==> src/rtl/framer_pkg.sv <==
// Shared types and constants for the framing path.
//   FRAME_128 / FRAME_256 : the two supported frame sizes N
//   deframe_state_t       : deframer state machine encoding
//   sample_t              : 8-bit unsigned sample
package framer_pkg;

    localparam int unsigned FRAME_128 = 128;
    localparam int unsigned FRAME_256 = 256;

    typedef enum logic [2:0] {
        IDLE,
        PASS,
        ACCUM,
        STORE,
        FLUSH
    } deframe_state_t;

    typedef logic [7:0] sample_t;

endpackage

==> src/rtl/overlap_add_deframer_if.sv <==
// Stream bundle for the deframer: frame input stream and sample output stream.
//   frame_valid/frame_ready/frame_data/frame_last : window samples in
//   sample_valid/sample_ready/sample_data         : rebuilt samples out
// slave modport is the deframer side, master modport is the surrounding system.
interface overlap_add_deframer_if;

    logic                frame_valid;
    logic                frame_ready;
    framer_pkg::sample_t frame_data;
    logic                frame_last;
    logic                sample_valid;
    logic                sample_ready;
    framer_pkg::sample_t sample_data;

    modport slave (
        input  frame_valid, frame_data, frame_last, sample_ready,
        output frame_ready, sample_valid, sample_data
    );

    modport master (
        output frame_valid, frame_data, frame_last, sample_ready,
        input  frame_ready, sample_valid, sample_data
    );

endinterface

==> src/rtl/deframer_tail_ram.sv <==
// Overlap tail storage: Depth x 8 register array.
//   clk     : clock
//   we_i    : synchronous write enable
//   waddr_i : write address
//   wdata_i : write data
//   raddr_i : combinational read address
//   rdata_o : read data
// Contents are not reset; the owner guards them with a valid flag.
module deframer_tail_ram
    import framer_pkg::*;
#(
    parameter int unsigned Depth = 128,
    localparam int unsigned Aw   = $clog2(Depth)
) (
    input  logic          clk,
    input  logic          we_i,
    input  logic [Aw-1:0] waddr_i,
    input  sample_t       wdata_i,
    input  logic [Aw-1:0] raddr_i,
    output sample_t       rdata_o
);

    sample_t mem_q [Depth];

    always_ff @(posedge clk) begin
        if (we_i) begin
            mem_q[waddr_i] <= wdata_i;
        end
    end

    assign rdata_o = mem_q[raddr_i];

endmodule

==> src/rtl/overlap_add_deframer.sv <==
// Overlap-add deframer: rebuilds a continuous sample stream from window frames,
// either passing frames through or overlap-adding with a hop of N/2.
//   clk, reset            : clock, synchronous active-high reset
//   use_256_points_i      : frame size select (1: 256, 0: 128)
//   overlap_half_window_i : 1 = overlap-add, 0 = pass-through
//   flush_i               : pulse to emit the pending overlap tail
//   frame_error_o         : sticky framing error
//   busy_o                : state machine not idle
//   bus                   : frame input / sample output streams
// Build option DEFRAMER_SATURATE_EN: overlap sums clamp at 255 instead of wrapping.
module overlap_add_deframer
    import framer_pkg::*;
#(
    parameter int unsigned MAX_N = 256
) (
    input  logic                    clk,
    input  logic                    reset,
    input  logic                    use_256_points_i,
    input  logic                    overlap_half_window_i,
    input  logic                    flush_i,
    output logic                    frame_error_o,
    output logic                    busy_o,
    overlap_add_deframer_if.slave   bus
);

    localparam int unsigned TailDepth = MAX_N / 2;
    localparam int unsigned Aw        = $clog2(TailDepth);

    deframe_state_t state_q, state_d, phase;
    logic [7:0]     idx_q, idx_d;
    logic           n256_q, n256_d;
    logic           ovl_q, ovl_d;
    logic           tail_valid_q, tail_valid_d;
    logic           flush_pend_q, flush_pend_d;
    logic           err_q, err_d;
    logic           sv_q, sv_d;
    sample_t        sd_q, sd_d;

    logic           frame_ready, fire, out_free, eff_n256, end_idx, tail_we;
    logic [7:0]     last_idx, half_m1;
    logic [Aw-1:0]  waddr;
    sample_t        tail_rd, acc_sum, acc;

    // In IDLE the incoming first sample decides the frame configuration.
    assign eff_n256 = (state_q == IDLE) ? use_256_points_i : n256_q;
    assign last_idx = eff_n256 ? 8'(FRAME_256 - 1) : 8'(FRAME_128 - 1);
    assign half_m1  = eff_n256 ? 8'(FRAME_256 / 2 - 1) : 8'(FRAME_128 / 2 - 1);
    assign end_idx  = (idx_q == last_idx);
    assign out_free = !sv_q || bus.sample_ready;
    assign fire     = bus.frame_valid && frame_ready;

    // STORE runs at idx N/2..N-1; dropping the half bit gives idx - N/2.
    always_comb begin
        waddr = idx_q[Aw-1:0];
        if (!n256_q) begin
            waddr[Aw-1] = 1'b0;
        end
    end

`ifdef DEFRAMER_SATURATE_EN
    logic [8:0] sum9;
    assign sum9    = {1'b0, bus.frame_data} + {1'b0, tail_rd};
    assign acc_sum = sum9[8] ? 8'hFF : sum9[7:0];
`else
    assign acc_sum = bus.frame_data + tail_rd;
`endif
    assign acc = tail_valid_q ? acc_sum : bus.frame_data;

    deframer_tail_ram #(
        .Depth (TailDepth)
    ) u_tail (
        .clk     (clk),
        .we_i    (tail_we),
        .waddr_i (waddr),
        .wdata_i (bus.frame_data),
        .raddr_i (idx_q[Aw-1:0]),
        .rdata_o (tail_rd)
    );

    always_comb begin
        state_d      = state_q;
        idx_d        = idx_q;
        n256_d       = n256_q;
        ovl_d        = ovl_q;
        tail_valid_d = tail_valid_q;
        flush_pend_d = flush_pend_q | flush_i;
        err_d        = err_q;
        sv_d         = out_free ? 1'b0 : sv_q;
        sd_d         = sd_q;
        tail_we      = 1'b0;
        phase        = state_q;

        unique case (state_q)
            STORE:   frame_ready = 1'b1;
            FLUSH:   frame_ready = 1'b0;
            default: frame_ready = out_free;
        endcase

        if (state_q == IDLE) begin
            phase = overlap_half_window_i ? ACCUM : PASS;
            if (fire) begin
                // Frame wins over flush; a flush request stays pending.
                n256_d = use_256_points_i;
                ovl_d  = overlap_half_window_i;
                if (!overlap_half_window_i) begin
                    tail_valid_d = 1'b0;
                end
            end else if (flush_i || flush_pend_q) begin
                flush_pend_d = 1'b0;
                if (tail_valid_q) begin
                    state_d = FLUSH;
                end
            end
        end

        if (fire) begin
            unique case (phase)
                PASS: begin
                    sv_d = 1'b1;
                    sd_d = bus.frame_data;
                    if (bus.frame_last || end_idx) begin
                        err_d   = err_q | (bus.frame_last != end_idx);
                        state_d = IDLE;
                        idx_d   = '0;
                    end else begin
                        state_d = PASS;
                        idx_d   = idx_q + 8'd1;
                    end
                end
                ACCUM: begin
                    sv_d = 1'b1;
                    sd_d = acc;
                    if (bus.frame_last) begin
                        err_d   = 1'b1;
                        state_d = IDLE;
                        idx_d   = '0;
                    end else begin
                        state_d = (idx_q == half_m1) ? STORE : ACCUM;
                        idx_d   = idx_q + 8'd1;
                    end
                end
                STORE: begin
                    tail_we = 1'b1;
                    if (bus.frame_last || end_idx) begin
                        err_d        = err_q | (bus.frame_last != end_idx);
                        tail_valid_d = 1'b1;
                        state_d      = IDLE;
                        idx_d        = '0;
                    end else begin
                        idx_d = idx_q + 8'd1;
                    end
                end
                default: ;
            endcase
        end

        if (state_q == FLUSH && out_free) begin
            sv_d = 1'b1;
            sd_d = tail_rd;
            if (idx_q == half_m1) begin
                tail_valid_d = 1'b0;
                state_d      = IDLE;
                idx_d        = '0;
            end else begin
                idx_d = idx_q + 8'd1;
            end
        end
    end

    always_ff @(posedge clk) begin
        if (reset) begin
            state_q      <= IDLE;
            idx_q        <= '0;
            n256_q       <= 1'b0;
            ovl_q        <= 1'b0;
            tail_valid_q <= 1'b0;
            flush_pend_q <= 1'b0;
            err_q        <= 1'b0;
            sv_q         <= 1'b0;
            sd_q         <= '0;
        end else begin
            state_q      <= state_d;
            idx_q        <= idx_d;
            n256_q       <= n256_d;
            ovl_q        <= ovl_d;
            tail_valid_q <= tail_valid_d;
            flush_pend_q <= flush_pend_d;
            err_q        <= err_d;
            sv_q         <= sv_d;
            sd_q         <= sd_d;
        end
    end

    assign bus.frame_ready  = frame_ready;
    assign bus.sample_valid = sv_q;
    assign bus.sample_data  = sd_q;
    assign frame_error_o    = err_q;
    assign busy_o           = (state_q != IDLE);

endmodule

==> src/flat_wrapper.sv <==
// flat-port wrapper written by rule: the top's interface ports become plain ports
module overlap_add_deframer_flat import framer_pkg::*;
#(
    parameter int unsigned MAX_N = 256
)
  (clk, reset, use_256_points_i, overlap_half_window_i, flush_i, frame_error_o, busy_o, bus_frame_valid, bus_frame_data, bus_frame_last, bus_sample_ready, bus_frame_ready, bus_sample_valid, bus_sample_data);
  overlap_add_deframer_if bus_i ();
  input  logic clk;
  input  logic reset;
  input  logic use_256_points_i;
  input  logic overlap_half_window_i;
  input  logic flush_i;
  output logic frame_error_o;
  output logic busy_o;
  input wire logic [$bits(bus_i.frame_valid)-1:0] bus_frame_valid;
  input wire logic [$bits(bus_i.frame_data)-1:0] bus_frame_data;
  input wire logic [$bits(bus_i.frame_last)-1:0] bus_frame_last;
  input wire logic [$bits(bus_i.sample_ready)-1:0] bus_sample_ready;
  output wire logic [$bits(bus_i.frame_ready)-1:0] bus_frame_ready;
  output wire logic [$bits(bus_i.sample_valid)-1:0] bus_sample_valid;
  output wire logic [$bits(bus_i.sample_data)-1:0] bus_sample_data;
  assign bus_i.frame_valid = bus_frame_valid;
  assign bus_i.frame_data = bus_frame_data;
  assign bus_i.frame_last = bus_frame_last;
  assign bus_i.sample_ready = bus_sample_ready;
  assign bus_frame_ready = bus_i.frame_ready;
  assign bus_sample_valid = bus_i.sample_valid;
  assign bus_sample_data = bus_i.sample_data;
  overlap_add_deframer #(.MAX_N(MAX_N)) u_core (.clk(clk), .reset(reset), .use_256_points_i(use_256_points_i), .overlap_half_window_i(overlap_half_window_i), .flush_i(flush_i), .frame_error_o(frame_error_o), .busy_o(busy_o), .bus(bus_i));
endmodule
==> config.mk <==
export PLATFORM = sky130hd
export DESIGN_NAME = overlap_add_deframer_flat
export DESIGN_NICKNAME = d
export VERILOG_FILES = /design/src/rtl/framer_pkg.sv /design/src/rtl/overlap_add_deframer_if.sv /design/src/rtl/deframer_tail_ram.sv /design/src/rtl/overlap_add_deframer.sv /design/src/flat_wrapper.sv
export SDC_FILE = /design/constraint.sdc
export NUM_CORES = 1
export LEC_CHECK = 0
export ABC_AREA = 1
export BUFFER_PORTS_ARGS = -buffer_cell sky130_fd_sc_hd__buf_2
export CAP_MARGIN = 10
export CORE_UTILIZATION = 49
export DETAILED_ROUTE_END_ITERATION = 6
export SLEW_MARGIN = 0
export SYNTH_ARGS = -nofsm -noshare
export SYNTH_HDL_FRONTEND = slang
export SYNTH_SLANG_ARGS = --single-unit
==> constraint.sdc <==
create_clock -name clk -period 4 [get_ports clk]
set_input_delay 0.4 -clock clk [delete_from_list [all_inputs] [get_ports clk]]
set_output_delay 0.4 -clock clk [all_outputs]
set_load 0.01 [all_outputs]
==> out/summary.txt <==
Async set-reset flop share out of synthesis: 0%
Number of top-level pins: 28
Combined area of the multi-input logic cells: 0.0102 mm²
GRT Total Usage: 26.8%
Unrepaired setup endpoints after global routing: true
Top cell type by total area after synthesis: edfxtp_1
Via density per instance: 5.98
Number of storage elements in the synthesis netlist: 1,055
Master cell of the clock root buffer: clkbuf_16
Effective utilization at floorplan: 49.5%
Remaining number of nets flagged by the antenna check after routing: 0
Placement-stage cell area: 0.0451 mm²
Number of H-tree levels: 3
Critical path data arrival time: 4520 ps
Leakage power total: 16.7 nW
Final weighted congestion in routability-driven placement: 0.946
Layout Cells excl Fill: 4,882
Count of input and output buffers: 27
Maximum net fanout on the critical path: 11
Number of nets in the layout: 3,656
Number of synthesized flops with an enable pin: 1,024
Layout cells sized above 1: 13.6%
Syn Inst Count: 3,469
Synthesis-to-finish area growth: 15.8%
CP max stage delay: 400 ps
Pre-antenna DRT Iters: 7
Outcome: finished clean
Post-Route WL: 124,000 µm
Sequential element share of the synthesized area: 73.1%
Detailed-route wire length per cell: 25.3 µm
Register-to-register setup slack: 90 ps
Max rail drop VDD: 366 µV
Clock Sink Count: 1,055
Width of the chip: 298 µm
Slew at the pin with the worst max-slew slack: 1070 ps
Pin count of the biggest net entering global routing: 130
Hold path cells: 1
Master of the slowest instance on the critical path: o211ai_1
Area share of the leading cell type in the synthesized netlist: 71.7%
Relative slew slack: 28.8%
Number of buffers created by CTS: 108
Post-Route Skew: 29.4 ps
Count of unique library cells instantiated by Yosys: 49
Via Count: 29,200
Clock slew at the register clock pins of the worst setup and hold paths: 60 ps
PwrDens: 491 mW/mm²
Detailed Place HPWL: 73,300 µm
Post-route design area: 0.0497 mm²
Worst Hold Slack: 52.4 ps
Most used flip-flop cell after synthesis: edfxtp_1
Placeable core region: 0.0868 mm²
Synthesized netlist net count: 3,495
Clock tree buffer depth: 3
Avg Synthesized Cell Area: 12.4 µm²
Placed Cells: 4,624
Total gr overflow: 0
Number of warning messages in the yosys log: 0
First-pass GRT wire length: 179,000 µm
Detailed Route Iter0 Violations: 3,495
Final setup TNS: 0 ps
Final Hold Violating Endpoints: 0
Clock tree from TritonCTS: built
DRC violation count after routing: 0
Highest achievable clock rate: 256 MHz
Maximum Capacitance Violations: 0
Via count of the first global-routing pass: 28,300
Nature of the critical path startpoint: register
Number of fill cells: 6,984
Std cell rows: 108
Layout Utilization: 57.3%
Worst hold path class: in -> reg
Final setup violating endpoints: 0
Die span in y: 298 µm
Slew Limit Fails: 0
Type of element capturing the critical path: register
Cell area after technology mapping: 0.0429 mm²
Crit-path most repeated cell: nand2_1
Die ar.: 0.0888 mm²
Period utilization: 97.7%
Setup Crit Path Kind: reg -> reg
Sequential cell area: 0.0314 mm²
Area contributors post-synth: edfxtp_1, nor2_1, o21ai_0, nand2_1, o22ai_1
Initial antenna violation count: 3
Count of cells along the worst register-to-register path: 26
Clock period minus final worst setup slack: 3910 ps
Critical Path RT: 4610 ps
Worst-skew pair later-pin latency: 700 ps
-- cells in the mapped netlist (all sizes together), types with 4 or more instances --
| cell type | number |
|---|---|
| edfxtp | 1024 |
| nand4 | 4 |
| o31ai | 5 |
| o21ai | 513 |
| ha | 9 |
| or2 | 13 |
| nor2 | 650 |
| o211ai | 50 |
| o22ai | 224 |
| a21oi | 30 |
| nand3 | 190 |
| o21bai | 7 |
| clkbuf | 76 |
| nand2 | 403 |
| nor3 | 5 |
| buf | 156 |
| dfxtp | 31 |
| inv | 53 |
-- flip-flops by register name, indices dropped and copies added (netlist names), named ones only --
| register | cells |
|---|---|
| u_core.n256_q | 1 |
| u_core.frame_error_o | 1 |
| u_core.idx_q | 8 |
| u_core.tail_valid_q | 1 |
| u_core.state_q | 3 |
| u_core.flush_pend_q | 1 |
| u_core.u_tail.mem_q | 1024 |
| u_core.bus.sample_data | 8 |
| u_core.bus.sample_valid | 1 |
-- cells by family after synthesis --
logic type | after synthesis | synth area share (%)
flops | 1055 | 73.1
simple gates | 1269 | 11.8
compound gates | 845 | 11.0
mux | 1 | 0.0233
fa+ha+maj | 10 | 0.309
xor+xnor | 4 | 0.0816
buf+inv | 285 | 3.63
-- final cells by class --
| cell class | instances | share of cell area [%] |
|---|---|---|
| clock inverters | 75 | 1.57 |
| well taps | 1155 | 2.91 |
| diodes | 1 | 0.00504 |
| inverters | 53 | 0.483 |
| repair buffers | 280 | 5.70 |
| clock buffers | 131 | 5.61 |
| multi-input cells | 2129 | 20.5 |
| flip-flops and latches | 1055 | 63.2 |
| repair inverters | 3 | 0.0730 |
-- worst paths after layout --
path | start | to
min reg2reg | u_core.frame_error_o$_SDFFE_PP0P_ | u_core.frame_error_o$_SDFFE_PP0P_
max reg2reg | register | u_core.bus.sample_data[7]$_SDFFE_PP0P_
max | register | u_core.bus.sample_data[7]$_SDFFE_PP0P_
min | bus_frame_data[0] | u_core.u_tail.mem_q[100][0]$_DFFE_PP_
-- worst max-delay path: cells and delay by family, from the launching register on --
kind | cells | cell delay, ps
AO/OA/AOI/OAI | 8 | 1450
adder cells (fa/ha/maj) | 1 | 240
buffers and inverters | 4 | 640
flip-flops | 1 | 390
AND/OR/NAND/NOR | 13 | 1110
-- per-layer routing --
metal,wire length [µm],global-route usage (%)
met1,50300,37.3
met5,13,0
met3,11700,4.89
met4,4680,11.5
met2,57000,41.6
-- cell usage in the layout, fill, tap and decap left out, drive strengths merged, types with 50 or more instances in the layout --
cell type	count
nand2	403
buf	266
o22ai	224
o211ai	50
o21ai	513
nand3	190
inv	60
clkinv	51
clkbuf	142
nor2	650
edfxtp	1024
-- per-stage QoR --
stage	total power, mW	setup WS, ps
global placement	14.2	-12.7
detailed placement	14.2	-59.2
floorplan	13.5	838
finish	24.4	90.1
CTS	24.3	11.9
global route	25.1	-130
-- what timing repair did --
item                                    4_1_cts  5_1_grt
setup buffers                                 3       33
cloned                                        3       13
gates resized for setup                      10       84
hold buffers                                  1        0
pin swaps                                     6       39
endpoints found under the setup margin        3        4
endpoints found under the hold margin         1        0
-- report_power, final --
part | total, mW | internal, mW | switching [mW] | leakage, nW
logic | 2.14 | 0.750 | 1.39 | 5.53
clock network | 10.1 | 5.83 | 4.29 | 1.73
registers | 12.1 | 12.1 | 0.0187 | 9.45
total | 24.4 | 18.7 | 5.70 | 16.7
Power figures use the tool's default switching activity.
